`src/rtl/apb4_spifs_xip.sv`:
```
// APB4 read-only window onto a SPI NOR flash, backed by a single prefetch line.
// A miss fetches the whole aligned line in one READ (0x03) or FAST_READ (0x0B) transaction.
module apb4_spifs_xip #(
    parameter int unsigned ADDR_WIDTH = 24,
    parameter int unsigned LINE_WORDS = 4,
    parameter int unsigned CLK_DIV    = 2,
    parameter bit          FAST_READ  = 1'b0,
    parameter logic [31:0] WIN_START  = 32'h3000_0000,
    parameter logic [31:0] WIN_END    = 32'h30FF_FFFF
) (
    input  logic        pclk_i,
    input  logic        presetn_i,
    input  logic [31:0] paddr_i,
    input  logic        pwrite_i,
    input  logic        psel_i,
    input  logic        penable_i,
    input  logic [31:0] pwdata_i,
    output logic [31:0] prdata_o,
    output logic        pready_o,
    output logic        pslverr_o,
    input  logic        flush_i,
    output logic        spi_sck_o,
    output logic        spi_nss_o,
    output logic        spi_mosi_o,
    input  logic        spi_miso_i,
    output logic        busy_o
);

    localparam int unsigned LINE_BITS = LINE_WORDS * 32;
    localparam int unsigned OFS_W     = $clog2(LINE_WORDS * 4);
    localparam int unsigned DIV_W     = (CLK_DIV > 1) ? $clog2(CLK_DIV) : 1;
    localparam int unsigned TX_W      = 8 + ADDR_WIDTH;
    localparam logic [7:0]  CMD_BYTE  = FAST_READ ? 8'h0B : 8'h03;

    typedef enum logic [2:0] {IDLE, SETUP, CMD, ADDR, DUMMY, DATA, HOLD, GAP} state_t;

    state_t                 state, state_nxt;
    logic [DIV_W-1:0]       div_cnt;
    logic                   phase_hi;
    logic [9:0]             bit_cnt;
    logic [9:0]             state_len;
    logic [TX_W-1:0]        tx_sr;
    logic [LINE_BITS-1:0]   rx_sr;
    logic [ADDR_WIDTH-1:0]  line_tag;
    logic                   line_valid;
    logic                   flush_pend;

    logic                   access, in_win, rd_ok, err, hit, miss;
    logic                   div_last, bit_state, bit_end, last_bit, gap_first;
    logic [31:0]            offset;
    logic [ADDR_WIDTH-1:0]  req_tag;
    logic [31:0]            line_words [LINE_WORDS];
    logic [31:0]            rd_word;
    logic                   unused_bits;

    assign access  = psel_i & penable_i;
    assign in_win  = (paddr_i >= WIN_START) && (paddr_i <= WIN_END);
    assign rd_ok   = access & ~pwrite_i & in_win;
    assign err     = access & (pwrite_i | ~in_win);
    assign offset  = paddr_i - WIN_START;
    assign req_tag = {offset[ADDR_WIDTH-1:OFS_W], {OFS_W{1'b0}}};
    assign hit     = rd_ok & line_valid & (line_tag == req_tag) & (state == IDLE);
    assign miss    = rd_ok & ~hit & (state == IDLE);

    assign unused_bits = ^{pwdata_i, offset};

    assign div_last  = (div_cnt == DIV_W'(CLK_DIV - 1));
    assign bit_state = state inside {CMD, ADDR, DUMMY, DATA};
    assign bit_end   = bit_state & phase_hi & div_last;
    assign last_bit  = (bit_cnt == state_len - 10'd1);
    assign gap_first = (state == GAP) && (div_cnt == '0);

    always_comb begin
        state_len = 10'd1;
        case (state)
            CMD, DUMMY: state_len = 10'd8;
            ADDR:       state_len = 10'(ADDR_WIDTH);
            DATA:       state_len = 10'(LINE_BITS);
            default:    state_len = 10'd1;
        endcase
    end

    always_comb begin
        state_nxt = state;
        case (state)
            IDLE:    if (miss) state_nxt = SETUP;
            SETUP:   if (div_last) state_nxt = CMD;
            CMD:     if (bit_end && last_bit) state_nxt = ADDR;
            ADDR:    if (bit_end && last_bit) state_nxt = FAST_READ ? DUMMY : DATA;
            DUMMY:   if (bit_end && last_bit) state_nxt = DATA;
            DATA:    if (bit_end && last_bit) state_nxt = HOLD;
            HOLD:    if (div_last) state_nxt = GAP;
            GAP:     if (div_last) state_nxt = IDLE;
            default: state_nxt = IDLE;
        endcase
    end

    always_ff @(posedge pclk_i or negedge presetn_i) begin
        if (!presetn_i) begin
            state      <= IDLE;
            div_cnt    <= '0;
            phase_hi   <= 1'b0;
            bit_cnt    <= '0;
            line_valid <= 1'b0;
            flush_pend <= 1'b0;
        end else begin
            state <= state_nxt;
            if (state_nxt != state || div_last) div_cnt <= '0;
            else                                div_cnt <= div_cnt + 1'b1;
            if (!bit_state)    phase_hi <= 1'b0;
            else if (div_last) phase_hi <= ~phase_hi;
            if (state_nxt != state) bit_cnt <= '0;
            else if (bit_end)       bit_cnt <= bit_cnt + 10'd1;
            // A flush seen at any point during the fetch keeps the refilled line invalid.
            if (state == IDLE) flush_pend <= miss & flush_i;
            else if (flush_i)  flush_pend <= 1'b1;
            if (state == HOLD && state_nxt == GAP) line_valid <= ~(flush_pend | flush_i);
            else if (flush_i)                      line_valid <= 1'b0;
        end
    end

    always_ff @(posedge pclk_i) begin
        if (miss) begin
            line_tag <= req_tag;
            tx_sr    <= {CMD_BYTE, req_tag};
        end else if (bit_end && (state == CMD || state == ADDR)) begin
            tx_sr <= {tx_sr[TX_W-2:0], 1'b0};
        end
        if (state == DATA && phase_hi && div_cnt == '0)
            rx_sr <= {rx_sr[LINE_BITS-2:0], spi_miso_i};
    end

    // First received byte of each word lands in bits [7:0].
    for (genvar w = 0; w < LINE_WORDS; w++) begin : g_word
        for (genvar b = 0; b < 4; b++) begin : g_byte
            assign line_words[w][8*b +: 8] = rx_sr[LINE_BITS-1-8*(4*w+b) -: 8];
        end
    end

    if (LINE_WORDS > 1) begin : g_sel
        assign rd_word = line_words[offset[OFS_W-1:2]];
    end else begin : g_sel1
        assign rd_word = line_words[0];
    end

    assign pready_o   = err | hit | (gap_first & rd_ok);
    assign pslverr_o  = err;
    assign prdata_o   = (hit | (gap_first & rd_ok)) ? rd_word : 32'h0;
    assign spi_nss_o  = (state == IDLE) || (state == GAP);
    assign spi_sck_o  = bit_state & phase_hi;
    assign spi_mosi_o = (state == CMD || state == ADDR) & tx_sr[TX_W-1];
    assign busy_o     = (state != IDLE);

endmodule

```
`config.mk`:
```
export PLATFORM = sky130hd
export DESIGN_NAME = apb4_spifs_xip
export DESIGN_NICKNAME = d
export VERILOG_FILES = /design/src/rtl/apb4_spifs_xip.sv
export SDC_FILE = /design/constraint.sdc
export NUM_CORES = 1
export LEC_CHECK = 0
export ABC_AREA = 1
export CAP_MARGIN = 20
export CORE_MARGIN = 5
export CORE_UTILIZATION = 34
export DETAILED_ROUTE_END_ITERATION = 16
export GPL_TIMING_DRIVEN = 0
export SLEW_MARGIN = 20
export SYNTH_ARGS = -nofsm -noshare
export SYNTH_HDL_FRONTEND = slang
export SYNTH_SLANG_ARGS = --single-unit
```
`constraint.sdc`:
```
create_clock -name pclk_i -period 15.8 [get_ports pclk_i]
set_input_delay 3.16 -clock pclk_i [delete_from_list [all_inputs] [get_ports pclk_i]]
set_output_delay 3.16 -clock pclk_i [all_outputs]
set_load 0.05 [all_outputs]
```
==> run_results.csv <==
group,metric,value,unit
layout,antennaDiodeCount,0,
sta,setup_tns,0,ps
layout,final_cell_mix,"edfxtp_1, nor2_1, nand2_1",
global_route,grt_pass1_vias,5238,
setup_path,r2r_start,"state[2]",
placement,hpwl,12.6,mm
detailed_routing,drc,0,
cts,path_clk_slew,60,ps
setup_path,critPathSlowestCell,"clkdlybuf4s50_1",
sta,fin_worst_skew,10.4,ps
sta,setup_viol,0,
setup_path,cpLargestDelayFamily,"buffers and inverters",
setup_path,crit_chain,"clkdlybuf4s50_1, or2_2, nor2_1, nand3_1, nor2_1, nand3_2, o21a_1, buf_2, a21oi_1, clkdlybuf4s50_1",
placement,portBuffers,73,
hold_path,hp-class,"reg2reg",
setup_path,cp_data_arrival_time,6160,ps
layout,syn_to_final_growth,22.1,%
global_route,track_usage,12.6,%
setup_path,crit_buf_inv,3,
layout,fillCellCount,2388,
hold_path,min_from,"rx_sr[16]",
yosys,ys_seq_area_share,68.3,%
cts,holdBufCountCts,0,
cts,clock_latency,430,ps
yosys,netlist-cell-type-count,34,
global_route,antenna_found_initial,0,
detailed_routing,drtIter0Drc,358,
floorplan,start_util,34.2,%
flow_run,cap_viol_max_count,0,
layout,post-route-util,41.8,%
detailed_routing,post_drt_via_cell_ratio,4.58,
yosys,synth.net_count,821,
layout,drive_gt1_share,12.0,%
detailed_routing,drt-pass1-iter-count,5,
setup_path,critPathMaxStageDelay,880,ps
floorplan,core_area,0.0241,mm2
yosys,syn_area_per_cell,11.0,um2
cts,numCtsBuffers,17,
setup_path,worstRegToRegCells,11,
sta,fin_ws,6480,ps
sta,worstMarginPinSlew,795,ps
floorplan,die_w,166,um
cts,cts.htree.levels,4,
yosys,synth-main-ff-cell,"edfxtp_1",
sta,max_freq,0.107,GHz
cts,post_cts_buffers,0,
hold_path,hold_end,"rx_sr[17]",
setup_path,worstSetupPathType,"in2out",
sta,min_period,9320,ps
setup_path,reg2reg_slack,12760,ps
yosys,synth_area,0.00825,mm2
floorplan,ioPinCount,109,
detailed_routing,wirelength,17.4,mm
yosys,synth_cells,749,
layout,seqCellArea,0.00563,mm2
setup_path,crit_path_max_fanout,10,
yosys,yosys_warnings,0,
sta,maxSlewHeadroom,46.8,%
setup_path,cp.required,12640,ps
global_route,grt_pass1_wl,28.1,mm
yosys,postSynth.asyncResetShare,8.81,%
setup_path,r2r-end,"tx_sr[22]",
power_and_ir_drop,cellLeakagePower,3.44,nW
status,status,"completed",
yosys,synth-edff-count,168,
cts,cts_resized,0,
detailed_routing,route.vias.total,5455,
setup_path,crit_path_end_kind,"output port",
floorplan,rows,57,
sta,fin_crit_sh,59.0,%
detailed_routing,wl_per_cell,14.6,um
power_and_ir_drop,powerDensity,114,mW/mm2
cts,clk_path_buf_depth,2,
cts,cts_root_buffer,"clkbuf_16",
sta,final_max_slew_viol_count,0,
cts,cts_tree,"built",
placement,pre_cts_slack,6470,ps
cts,cts_num_sinks,193,
global_route,grt.overflow.total,0,
setup_path,startpoint_type,"input pin",
layout,final_common_cell,"edfxtp_1",
detailed_routing,ant_nets,0,
sta,rsz0062_at_grt,"false",
floorplan,die_y,166,um
global_route,grt_max_degree,28,
power_and_ir_drop,ir_drop,0.106,mV
floorplan,die_area,0.0275,mm2
yosys,ys_ff_latch,193,
placement,place_congestion,0.769,
hold_path,min_path_cells,0,
sta,hold_violations,0,
layout,nets,927,
layout,multi_input_area,0.00225,mm2
cells in the mapped netlist, drive strengths merged, types with 4 or more instances:
| cell type | number | area, um2 |
|---|---|---|
| o21ai | 91 | 455 |
| buf | 15 | 91.3 |
| clkbuf | 15 | 56.3 |
| xnor2 | 4 | 35.0 |
| edfxtp | 168 | 5040 |
| nand2 | 113 | 467 |
| nand3 | 25 | 160 |
| inv | 56 | 210 |
| dfxtp | 8 | 160 |
| nand4 | 4 | 46.3 |
| nor3 | 7 | 35.0 |
| dfrtp | 17 | 425 |
| a21oi | 33 | 165 |
| nor2 | 173 | 714 |
| mux2 | 6 | 67.6 |
| xor2 | 6 | 52.6 |
stage by stage:
| step | instances | total power [mW] | instance area (um2) | hold WS [ps] |
|---|---|---|---|---|
| CTS | 1192 | 1.16 | 10100 | 442 |
| floorplan | 749 | 0.695 | 8250 | 421 |
| finish | 1192 | 1.15 | 10100 | 445 |
| detailed placement | 1160 | 0.741 | 9500 | 427 |
| global route | 1192 | 1.20 | 10100 | 455 |
| global placement | 1146 | 0.737 | 9380 | 422 |
layout make-up:
type	instances	area share (%)
Tap cell	324	4.03
Inverter	58	2.16
Clock inverter	13	1.34
Buffer	30	1.47
Timing Repair Buffer	87	8.41
Multi-Input combinational cell	468	22.4
Clock buffer	19	4.30
Sequential cell	193	55.9
kinds of logic after synthesis:
group / after synthesis / synth area share (%)
simple gates: 323 / 17.3
flops: 193 / 68.3
compound gates: 128 / 7.92
buf+inv: 88 / 4.43
xor+xnor: 10 / 1.06
mux: 6 / 0.819
fa+ha+maj: 1 / 0.152
where the power goes:
| part | internal (mW) | switching [mW] |
|---|---|---|
| combinational | 0.0553 | 0.106 |
| sequential | 0.558 | 0.00973 |
| clock | 0.233 | 0.188 |
routing by layer:
metal	up-vias	wire, um	GRT usage (%)
met2	114	8060	19.7
met5	-	0	0
li1	2744	-	-
met1	2580	8260	17.8
met3	17	859	2.98
met4	0	184	3.44
worst max-delay path by stage:
stage / startpoint / endpoint / slack, ps / cells after the start
3_5_place_dp: paddr_i[30] / prdata_o[30] / 6470 / 10
4_1_cts: paddr_i[30] / prdata_o[21] / 6450 / 10
2_1_floorplan: state[1] / rx_sr[0] / 5710 / 3
5_1_grt: paddr_i[30] / prdata_o[30] / 6290 / 10
3_3_place_gp: state[1] / rx_sr[95] / 1820 / 3
6_report: paddr_i[30] / prdata_o[30] / 6480 / 10
flip-flops by register name, indices dropped and copies added (netlist names), 3 cells and up:
name      count
bit_cnt      10
line_tag     20
rx_sr       128
state         3
tx_sr        28
Note: power is estimated with default switching activity, not from simulation.
